[src/rtl/decode_pkg.sv]
// Shared definitions for the decode stage: RV opcodes, instruction format
// classes and the decode payload carried across the ID/EX register.
package decode_pkg;

  localparam int unsigned OPC_W  = 7;
  localparam int unsigned REG_W  = 5;
  localparam int unsigned F3_W   = 3;
  localparam int unsigned F7_W   = 7;
  localparam int unsigned INSN_W = 32;

  localparam logic [OPC_W-1:0] OPC_LUI       = 7'b0110111;
  localparam logic [OPC_W-1:0] OPC_AUIPC     = 7'b0010111;
  localparam logic [OPC_W-1:0] OPC_JAL       = 7'b1101111;
  localparam logic [OPC_W-1:0] OPC_JALR      = 7'b1100111;
  localparam logic [OPC_W-1:0] OPC_BRANCH    = 7'b1100011;
  localparam logic [OPC_W-1:0] OPC_LOAD      = 7'b0000011;
  localparam logic [OPC_W-1:0] OPC_STORE     = 7'b0100011;
  localparam logic [OPC_W-1:0] OPC_OP_IMM    = 7'b0010011;
  localparam logic [OPC_W-1:0] OPC_OP        = 7'b0110011;
  localparam logic [OPC_W-1:0] OPC_OP_IMM_32 = 7'b0011011;
  localparam logic [OPC_W-1:0] OPC_OP_32     = 7'b0111011;
  localparam logic [OPC_W-1:0] OPC_SYSTEM    = 7'b1110011;
  localparam logic [OPC_W-1:0] OPC_FENCE     = 7'b0001111;

  localparam logic [F7_W-1:0] F7_BASE   = 7'b0000000;
  localparam logic [F7_W-1:0] F7_ALT    = 7'b0100000;
  localparam logic [F7_W-1:0] F7_MULDIV = 7'b0000001;

  typedef enum logic [2:0] {
    FMT_R    = 3'd0,
    FMT_I    = 3'd1,
    FMT_S    = 3'd2,
    FMT_B    = 3'd3,
    FMT_U    = 3'd4,
    FMT_J    = 3'd5,
    FMT_NONE = 3'd7
  } fmt_e;

  // Width-independent part of the decode result (PC and immediate are
  // parameter-sized and live beside it in the stage register).
  typedef struct packed {
    logic [REG_W-1:0] rs1;
    logic [REG_W-1:0] rs2;
    logic [REG_W-1:0] rd;
    logic [F3_W-1:0]  func3;
    logic [F7_W-1:0]  func7;
    logic [OPC_W-1:0] opcode;
    fmt_e             fmt;
    logic             rs1_used;
    logic             rs2_used;
    logic             rd_we;
    logic             illegal;
  } dec_t;

  localparam dec_t DEC_BUBBLE = '{
    rs1:      5'd0,
    rs2:      5'd0,
    rd:       5'd0,
    func3:    3'd0,
    func7:    7'd0,
    opcode:   7'd0,
    fmt:      FMT_NONE,
    rs1_used: 1'b0,
    rs2_used: 1'b0,
    rd_we:    1'b0,
    illegal:  1'b0
  };

endpackage

[src/rtl/decode_stage_imm_gen.sv]
// imm_gen: combinational immediate extraction, sign-extended to XLEN.
// Ports: instr (32b instruction word), fmt (format class), imm (XLEN).
// R-type and NONE yield zero.
module imm_gen
  import decode_pkg::*;
#(
  parameter int unsigned XLEN = 32
) (
  input  logic [31:0]     instr,
  input  fmt_e            fmt,
  output logic [XLEN-1:0] imm
);

  logic [31:0] imm32;
  logic        unused_opcode;

  assign unused_opcode = ^instr[6:0];

  always_comb begin
    imm32 = 32'd0;
    case (fmt)
      FMT_I: imm32 = {{20{instr[31]}}, instr[31:20]};
      FMT_S: imm32 = {{20{instr[31]}}, instr[31:25], instr[11:7]};
      FMT_B: imm32 = {{19{instr[31]}}, instr[31], instr[7], instr[30:25],
                      instr[11:8], 1'b0};
      FMT_U: imm32 = {instr[31:12], 12'd0};
      FMT_J: imm32 = {{11{instr[31]}}, instr[31], instr[19:12], instr[20],
                      instr[30:21], 1'b0};
      default: imm32 = 32'd0;
    endcase
  end

  // Signed cast so widening to 64 replicates bit 31.
  assign imm = XLEN'($signed(imm32));

endmodule

[src/rtl/decode_stage.sv]
// decode_stage: registered RV32I/RV64I decoder feeding the ID/EX boundary.
// Ports: clk, rstn (sync active-low); in_valid/in_instr/in_pc from IF;
// stall holds the register, flush loads a bubble; out_* is the registered
// decode (fields, imm, fmt, use flags, illegal) plus a decoded-instr count.
module decode_stage
  import decode_pkg::*;
#(
  parameter int unsigned XLEN      = 32,
  parameter int unsigned PC_W      = 32,
  parameter int unsigned SUPPORT_M = 0,
  parameter int unsigned CNT_W     = 32
) (
  input  logic             clk,
  input  logic             rstn,
  input  logic             in_valid,
  input  logic [31:0]      in_instr,
  input  logic [PC_W-1:0]  in_pc,
  input  logic             stall,
  input  logic             flush,
  output logic             out_valid,
  output logic [PC_W-1:0]  out_pc,
  output logic [4:0]       out_rs1,
  output logic [4:0]       out_rs2,
  output logic [4:0]       out_rd,
  output logic [2:0]       out_func3,
  output logic [6:0]       out_func7,
  output logic [6:0]       out_opcode,
  output logic [XLEN-1:0]  out_imm,
  output logic [2:0]       out_fmt,
  output logic             out_rs1_used,
  output logic             out_rs2_used,
  output logic             out_rd_we,
  output logic             out_illegal,
  output logic [CNT_W-1:0] out_count
);

  localparam bit IS_RV64 = (XLEN == 64);
  localparam bit HAS_M   = (SUPPORT_M != 0);

  logic [OPC_W-1:0] opcode_c;
  logic [F3_W-1:0]  func3_c;
  logic [F7_W-1:0]  func7_c;
  fmt_e             fmt_c;
  logic             legal_c;
  logic             is_fence_c;
  dec_t             dec_c;
  logic [XLEN-1:0]  imm_c;

  dec_t             dec_q;
  logic [XLEN-1:0]  imm_q;
  logic [PC_W-1:0]  pc_q;
  logic             valid_q;
  logic [CNT_W-1:0] count_q;

  assign opcode_c   = in_instr[6:0];
  assign func3_c    = in_instr[14:12];
  assign func7_c    = in_instr[31:25];
  assign is_fence_c = (opcode_c == OPC_FENCE);

  // Opcode -> format class, then the func7/func3 legality screen for R-type.
  always_comb begin
    fmt_c   = FMT_NONE;
    legal_c = 1'b0;
    case (opcode_c)
      OPC_LUI, OPC_AUIPC: begin
        fmt_c = FMT_U; legal_c = 1'b1;
      end
      OPC_JAL: begin
        fmt_c = FMT_J; legal_c = 1'b1;
      end
      OPC_JALR, OPC_LOAD, OPC_OP_IMM, OPC_SYSTEM, OPC_FENCE: begin
        fmt_c = FMT_I; legal_c = 1'b1;
      end
      OPC_STORE: begin
        fmt_c = FMT_S; legal_c = 1'b1;
      end
      OPC_BRANCH: begin
        fmt_c = FMT_B; legal_c = 1'b1;
      end
      OPC_OP: begin
        fmt_c = FMT_R; legal_c = 1'b1;
      end
      OPC_OP_IMM_32: begin
        fmt_c = FMT_I; legal_c = IS_RV64;
      end
      OPC_OP_32: begin
        fmt_c = FMT_R; legal_c = IS_RV64;
      end
      default: begin
        fmt_c = FMT_NONE; legal_c = 1'b0;
      end
    endcase

    if (fmt_c == FMT_R) begin
      if (!((func7_c == F7_BASE) || (func7_c == F7_ALT) ||
            (HAS_M && (func7_c == F7_MULDIV)))) begin
        legal_c = 1'b0;
      end
      // Only ADD/SUB and SRL/SRA have an alternate encoding.
      if ((func7_c == F7_ALT) && (func3_c != 3'b000) && (func3_c != 3'b101)) begin
        legal_c = 1'b0;
      end
    end

    if (in_instr[1:0] != 2'b11) begin
      legal_c = 1'b0;
    end

    if (!legal_c) begin
      fmt_c = FMT_NONE;
    end
  end

  // Assemble the payload; use flags follow the (legality-screened) format.
  always_comb begin
    dec_c          = DEC_BUBBLE;
    dec_c.rs1      = in_instr[19:15];
    dec_c.rs2      = in_instr[24:20];
    dec_c.rd       = in_instr[11:7];
    dec_c.func3    = func3_c;
    dec_c.func7    = func7_c;
    dec_c.opcode   = opcode_c;
    dec_c.fmt      = fmt_c;
    dec_c.illegal  = !legal_c;
    dec_c.rs1_used = ((fmt_c == FMT_R) || (fmt_c == FMT_I) ||
                      (fmt_c == FMT_S) || (fmt_c == FMT_B)) && !is_fence_c;
    dec_c.rs2_used = (fmt_c == FMT_R) || (fmt_c == FMT_S) || (fmt_c == FMT_B);
    dec_c.rd_we    = ((fmt_c == FMT_R) || (fmt_c == FMT_I) ||
                      (fmt_c == FMT_U) || (fmt_c == FMT_J)) && !is_fence_c &&
                     (in_instr[11:7] != 5'd0) && in_valid;
  end

  imm_gen #(
    .XLEN (XLEN)
  ) u_imm_gen (
    .instr (in_instr),
    .fmt   (fmt_c),
    .imm   (imm_c)
  );

  // ID/EX register: reset > flush > stall > load.
  always_ff @(posedge clk) begin
    if (!rstn) begin
      dec_q   <= DEC_BUBBLE;
      imm_q   <= '0;
      pc_q    <= '0;
      valid_q <= 1'b0;
      count_q <= '0;
    end else if (flush) begin
      dec_q   <= DEC_BUBBLE;
      imm_q   <= '0;
      pc_q    <= '0;
      valid_q <= 1'b0;
    end else if (!stall) begin
      dec_q   <= dec_c;
      imm_q   <= imm_c;
      pc_q    <= in_pc;
      valid_q <= in_valid;
      if (in_valid) begin
        count_q <= count_q + CNT_W'(1);
      end
    end
  end

  assign out_valid    = valid_q;
  assign out_pc       = pc_q;
  assign out_rs1      = dec_q.rs1;
  assign out_rs2      = dec_q.rs2;
  assign out_rd       = dec_q.rd;
  assign out_func3    = dec_q.func3;
  assign out_func7    = dec_q.func7;
  assign out_opcode   = dec_q.opcode;
  assign out_imm      = imm_q;
  assign out_fmt      = dec_q.fmt;
  assign out_rs1_used = dec_q.rs1_used;
  assign out_rs2_used = dec_q.rs2_used;
  assign out_rd_we    = dec_q.rd_we;
  assign out_illegal  = dec_q.illegal;
  assign out_count    = count_q;

endmodule

[config.mk]
export PLATFORM = sky130hd
export DESIGN_NAME = decode_stage
export DESIGN_NICKNAME = d
export VERILOG_FILES = /design/src/rtl/decode_pkg.sv /design/src/rtl/decode_stage_imm_gen.sv /design/src/rtl/decode_stage.sv
export SDC_FILE = /design/constraint.sdc
export NUM_CORES = 1
export LEC_CHECK = 0
export CAP_MARGIN = 20
export CORE_UTILIZATION = 41
export CTS_CLUSTER_SIZE = 10
export DETAILED_ROUTE_END_ITERATION = 12
export PLACE_DENSITY = 0.87
export SLEW_MARGIN = 0
export SYNTH_ARGS = -nofsm -noshare
export SYNTH_HDL_FRONTEND = slang
export SYNTH_HIERARCHICAL = 1
export SYNTH_SLANG_ARGS = --single-unit
[constraint.sdc]
create_clock -name clk -period 2.41 [get_ports clk]
set_clock_uncertainty 0.2 [all_clocks]
set_input_delay 0.482 -clock clk [delete_from_list [all_inputs] [get_ports clk]]
set_output_delay 0.482 -clock clk [all_outputs]
set_load 0.01 [all_outputs]
Yosys cells after proc, flatten, opt, wreduce, memory -nomap -nowiden
Index checks and enable logic that the tools add are counted.
- multiplexer cells: 8
- bitwise gates (word level): 3
- $add $sub $neg: 1
- equality and inequality tests: 21
- reductions and logical operators: 27
- operators by type and width (cell ; number):
    $pmux 32 s5 ; 1
    $eq 7x6->1 const B ; 5
    $add 32x1->32 const B ; 1
    $eq 7x7->1 const B ; 4
    $eq 7x5->1 const B ; 3
    $pmux 3 s6 ; 1
    $reduce_or 11->1 ; 1
    $logic_or 1x1->1 ; 8
    $eq 7x2->1 const B ; 1
    $eq 7x4->1 const B ; 1
    $logic_not 7->1 ; 1
    $eq 3x2->1 const B ; 2
    $eq 3x3->1 const B ; 2
    $logic_and 1x1->1 ; 6
    $logic_not 3->1 ; 2
    $reduce_or 2->1 ; 3
    $reduce_or 6->1 ; 1
    $mux 1 ; 5
    $reduce_bool 5->1 ; 1
    $eq 3x1->1 const B ; 1
    $mux 3 ; 1
    $ne 3x3->1 const B ; 1
    $not 1->1 ; 3
    $reduce_and 3->1 ; 1
    other kinds (3) ; 4
- bits of input ports: 69
- output and inout bits: 136
- logic and storage cells: 75
- flip-flop bits (word level): 136

Longest topological paths before layout
Gate-level depths: netlist (run 1).
- word-level depth: 15
- depth in mapped cells: 12
- depth with buffers taken out: 9

By module
Netlist (run 1), hierarchy kept.
- modules (own cells, without submodules) (module ; area an instance (µm²) ; instances ; cells an instance ; seq. area each (µm²)):
    decode_stage ; 5346.4 ; 1 ; 540 ; 2722.6
    imm_gen ; 531.8 ; 1 ; 70 ; 0.0

Worst setup path after synthesis (run 1)
Ideal clock, no wire load.
- path type: input port to flip-flop
- start: input in_instr[4]
- end: register imm_q[4], in the netlist out_imm[4]
- stages on the path: 11
- library setup time: 0.128 ns
- path slack: -0.232 ns
- data arrival time: 2.314 ns
- path through: clkbuf_1 a211o_1 a31oi_1 a211oi_1 nor2_1 nand2_1 buf_6 nor2b_2 a22o_1 mux2i_1 nor2_1
- RTL lines (element ; RTL line ; text):
    start: declaration ; decode_stage.sv:16 ; input logic [31:0] in_instr,
    end signal: assignment ; decode_stage.sv:156 ; imm_q <= imm_c;
    end: declaration ; decode_stage.sv:50 ; logic [XLEN-1:0] imm_q;

==> results of run 1 <==
worst paths after layout:
path                        startpoint                          to  cells past startpoint
max reg2reg  out_count[8]$_SDFFE_PN0P_  out_count[30]$_SDFFE_PN0P_                      5
min                        in_instr[4]  out_opcode[4]$_SDFFE_PP0N_                      3
max                       in_instr[25]    out_imm[20]$_SDFFE_PP0N_                     12
min reg2reg     out_valid$_SDFFE_PP0N_      out_valid$_SDFFE_PP0N_                      2
kinds of logic after synthesis:
kind of cell,count (synthesis),synth area share [%]
xor gates and xnor gates,26,3.87
buffers and inverters,46,3.66
muxes,98,16.7
adders and majority gates,1,0.213
DFF,136,46.3
AOI/OAI and AO/OA,58,7.00
and+or+nand+nor,245,22.2
per-stage QoR:
stage               cells  instance area, um2
floorplan             610                5940
global placement     1004                8390
detailed placement   1004                8390
CTS                  1042                9110
global route         1045                9200
finish               1046                9200
cell usage in the layout, fill, tap and decap left out, types with 3 or more instances in the layout:
master / count
xor2_1: 16
o2bb2ai_1: 9
buf_12: 3
buf_4: 45
dlygate4sd2_1: 3
nor2_2: 3
buf_6: 10
and4_4: 3
nor2_1: 127
or3_1: 5
a21boi_1: 3
clkbuf_2: 7
a22o_1: 3
a32o_1: 3
inv_6: 3
nor2b_1: 3
nand3b_1: 5
a21oi_1: 11
nand4_1: 8
nor3_1: 7
nand3_1: 16
dfxtp_1: 136
nand4_2: 3
and4_1: 3
o21ai_0: 7
dlymetal6s2s_1: 4
clkdlybuf4s50_1: 189
clkbuf_16: 17
nand2_1: 17
inv_1: 6
a31oi_1: 3
nand4bb_1: 12
xnor2_1: 10
mux2i_1: 98
nand2b_2: 3
and2_1: 3
power groups by stage:
stage	clock [mW]	combinational [mW]	sequential, mW
final	2.62	0.590	2.31
after global routing	2.76	0.630	2.32
after CTS	2.66	0.578	2.31
after detailed placement	0	0.562	2.36
after global placement	0	0.555	2.36
after floorplan	0	0.240	2.38
layer usage:
metal,track usage [%],vias up,wire length [um]
met1,27.8,2521,7130
met2,39.1,231,8350
met4,9.10,0,445
met3,9.36,32,1500
met5,0,-,0
li1,-,2618,-
sequential cells by signal (all words and copies together), names as in the netlist:
name,count
out_illegal,1
out_fmt,3
out_imm,32
out_opcode,7
out_rs1,5
out_rd_we,1
out_count,32
out_pc,32
out_rd,5
out_rs2_used,1
out_rs1_used,1
out_func7,7
out_rs2,5
out_valid,1
out_func3,3
worst min-delay path: stages:
cell      delay (ns)
clkbuf_2        0.14
mux2i_1         0.09
nor2_1          0.07
what timing repair did:
item,4_1_cts,5_1_grt
resized for setup,31,37
endpoints found under the setup margin,32,30
pin swaps,8,11
hold buffers,0,0
buffers inserted,3,2
cloned,3,1
final cells by class:
type	count	area, um2
multi-input cells	428	3080
fillers	1069	4730
diodes	1	2.50
clock buffers	20	457
well taps	180	225
clock inverters	12	140
flip-flops and latches	136	2720
repair buffers	263	2550
inverters	6	22.5
==> out/metrics.yaml, run 1 <==
power_per_cell_area_nw_per_um2: 600
ys_seq_elements: 136
irDropWorstVdd_mv: 0.618
gp_congestion: 0.813
finalSetupViolations: 0
run_status: "complete, no violations"
ys_seq_area_share_pct: 46.3
setup_tns_ns: 0
cp-end-kind: "flop"
arrival_ns: 2.52
synthArstFlopShare_pct: 0
cts.reportedPaths.clkPinSlew_ns: 0.06
path_class: "in -> reg"
p_clk_share_pct: 47.4
period_share_pct: 98.2
grt_max_degree: 76
cellLeakagePower_nw: 3.75
start_util_pct: 42.2
vias: 5402
synth_fp_nets: 680
crit_path_max_fanout: 11
detail_route.wl_per_cell_um: 16.7
die-area_um2: 14800
cp.required_ns: 2.56
area_growth_pct: 56.6
whs_ns: 0.201
finalMaxSlewViolations: 0
syn-instance-count: 610
combPwrFrac_pct: 10.7
power_mw: 5.52
io_pins: 205
utilization_pct: 66.1
synth_cell_types: 58
grtUsageTotal_pct: 23.8
ys.flop_type: "dfxtp_1"
drc: 0
cpMostUsedCell: "buf_6"
layout-drive-gt1-share_pct: 15.5
root_buffer: "clkbuf_16"
grt_pass1_wl_mm: 27.0
grt_pass1_vias: 5227
avgViaCountPerCell: 5.16
intPower_mw: 4.20
std_cell_rows: 43
gr-total-overflow: 0
yosysTopAreaCell: "dfxtp_1"
startpoint_type: "primary input"
numPortBuffers: 204
clockBufferDepth: 2
hpwl_mm: 12.0
ys_top_cells_by_count: "dfxtp_1, nor2_1, mux2i_1"
setup_ws_ns: 0.0428
fmax_ghz: 0.422
die_y_um: 122
dr.pass1.iters: 4
path_buf_inv: 3
cts_tree: "yes"
fin_crit_ns: 2.37
drv_cap: 0
critPathMaxStageDelay_ns: 0.44
final_nets: 922
ys_warn_count: 6
cts_max_level: 4
min_path_type: "in -> reg"
yosys.cell_count.top_type: "dfxtp_1"
synth_area_um2: 5880
dr.first_iter.drc_count: 450
cts_inserted_buffers: 17
hold_viol: 0
synthTopCellsByArea: "dfxtp_1, mux2i_1, nor2_1"
pwr-share-seq_pct: 41.9
reg2reg_slack_ns: 0.21
die-width_um: 122
maxSlewHeadroom_pct: 64.4
p_switching_mw: 1.32
antenna_found_initial: 1
finalWirelength_mm: 17.4
crit_chain: "clkdlybuf4s50_1 -> nor3_2 -> and4_4 -> a211oi_4 -> nor2_4 -> buf_6 -> nand2_8 -> nand3b_1 -> buf_6 -> nand3_1 -> mux2i_1 -> nor2_1"
clock-sinks: 136
synth_top_area_share_pct: 46.3
syn_area_per_cell_um2: 9.64
coreArea_um2: 13900
synth_edf_count: 0
cp_top_family: "simple AND/OR/NAND/NOR gates"
detail-route-antenna-nets: 0
tightest_slew_ns: 0.520
place_ws_ns: -0.672
swShare_pct: 23.9
slowest_stage: "clkdlybuf4s50_1"
clock_latency_ns: 0.42
Note: power is estimated with default switching activity, not from simulation.
==> inputs of run 2 (changes only) <==
Settings changed: CORE_UTILIZATION 41 to 47, CTS_CLUSTER_SIZE 10 to 12, PLACE_DENSITY 0.87 to 0.93.
Clock period 2.41 ns to 2.8 ns, I/O delays scaled along.
==> run 2 against run 1 <==
Net effect:
- design area fell by 2.4%
- setup slack improved by 0.039 ns
- combinational power fell by 16%
- largest cell class unchanged
- largest power group unchanged
- critical endpoint is now out_imm[14]$_SDFFE_PP0N_
==> out/metrics.yaml, run 2 (synthesized netlist as in run 1, its figures left out) <==
cp_top_family: "compound AO/OA/AOI/OAI gates"
hpwl_mm: 12.2
clock_latency_ns: 0.41
clockBufferDepth: 2
irDropWorstVdd_mv: 0.477
dr.first_iter.drc_count: 323
area_growth_pct: 52.8
critPathMaxStageDelay_ns: 0.54
dr.pass1.iters: 5
cts_max_level: 4
grtUsageTotal_pct: 27.4
io_pins: 205
hp-start: "out_valid$_SDFFE_PP0N_"
fmax_ghz: 0.368
std_cell_rows: 40
drv_cap: 0
ctsHoldBuffers: 0
slowest_stage: "clkdlybuf4s50_1"
avgViaCountPerCell: 5.35
maxSlewHeadroom_pct: 63.9
cellLeakagePower_nw: 3.60
cp-end-kind: "flop"
layout.area.seq_um2: 2720
gp_congestion: 0.837
arrival_ns: 2.86
layout-drive-gt1-share_pct: 11.9
period_share_pct: 97.1
grt_pass1_wl_mm: 27.2
startpoint_type: "primary input"
coreArea_um2: 12100
dpl.cell_count: 987
cts.reportedPaths.clkPinSlew_ns: 0.06
cts_tree: "yes"
place_ws_ns: -0.486
grt_pass1_vias: 5488
final_cells: 1020
multi_input_area_um2: 2990
rsz0062_at_grt: "true"
detail-route-antenna-nets: 0
detail_route.wl_per_cell_um: 17.2
power_per_cell_area_nw_per_um2: 525
crit_chain: "clkdlybuf4s50_1 -> a211o_1 -> a31oi_1 -> a211oi_2 -> nor2_2 -> nand2_1 -> buf_6 -> and2b_4 -> o2bb2ai_1 -> mux2i_1 -> nor2_1"
cts_inserted_buffers: 17
path_class: "in -> reg"
antenna_cells: 0
hold_viol: 0
start_util_pct: 48.5
fill_cells: 861
clock-sinks: 136
min_path_type: "reg -> reg"
finalMaxSlewViolations: 0
root_buffer: "clkbuf_16"
grt_max_degree: 74
drc: 0
startpoint: "in_instr[4]"
antenna_found_initial: 0
final_common_cell: "clkdlybuf4s50_1"
gr-total-overflow: 0
crit_path_max_fanout: 18
tightest_slew_ns: 0.542
die_y_um: 114
r2r-start: "out_count[8]$_SDFFE_PN0P_"
finalSetupViolations: 0
die-area_um2: 13000
setup_ws_ns: 0.0821
run_status: "complete, no violations"
numPortBuffers: 204
cp.required_ns: 2.95
final_cell_mix: "clkdlybuf4s50_1, dfxtp_1, nor2_1"
vias: 5458
path_buf_inv: 2
die-width_um: 114
final_nets: 909
finalWirelength_mm: 17.5
fin_crit_ns: 2.72
[run 2: worst paths after layout]
| check | slack, ns | end | cells past startpoint |
|---|---|---|---|
| min reg2reg | 0.27 | out_valid$_SDFFE_PP0N_ | 2 |
| max | 0.08 | out_imm[14]$_SDFFE_PP0N_ | 11 |
| max reg2reg | 0.46 | out_count[30]$_SDFFE_PN0P_ | 6 |
| min | 0.27 | out_valid$_SDFFE_PP0N_ | 2 |
[run 2: layout make-up]
cell class | count | area share [%]
Multi-Input combinational cell | 428 | 33.3
Sequential cell | 136 | 30.3
Timing Repair Buffer | 250 | 27.1
Clock buffer | 25 | 5.63
Tap cell | 168 | 2.34
Clock inverter | 7 | 1.00
Inverter | 6 | 0.251
[run 2: per-layer routing]
layer	global-route usage (%)	part of all wire (%)	wire length [um]
met5	0	0	0
met4	11.4	2.4	412
met3	10.4	7.9	1380
met2	46.7	50	8670
met1	30.6	40	7030
[run 2: timing repair]
item / in CTS / in global routing
gates resized for setup: 6 / 15
buffers inserted: 0 / 1
setup endpoints to repair: 9 / 30
pin swaps: 0 / 3
[run 2: where the power goes]
group	internal, mW	total [mW]	leakage, nW	switching, mW
logic	0.271	0.493	2.21	0.223
clock network	1.43	2.23	0.289	0.806
registers	1.97	1.99	1.10	0.0200
total	3.67	4.72	3.60	1.05
[run 2: worst register-to-register path, cell delays in order (launching register included)]
cell and delay (ns):
dfxtp_1 0.44, nand4_2 0.22, nor4_4 0.50, buf_4 0.23
nand3_4 0.10, or4_1 0.42, a21oi_1 0.16
[run 2: stage by stage]
step	TNS, ns	hold WS [ns]	area, um2	power [mW]	utilization, %
after floorplan	0	0.290	5880	2.25	-
after global placement	-8.14	0.251	8320	2.50	68.7
after detailed placement	-12.03	0.259	8320	2.51	68.7
after CTS	0	0.267	8930	4.74	73.8
after global routing	-0.269	0.291	8980	4.87	74.1
final	0	0.266	8980	4.72	74.1
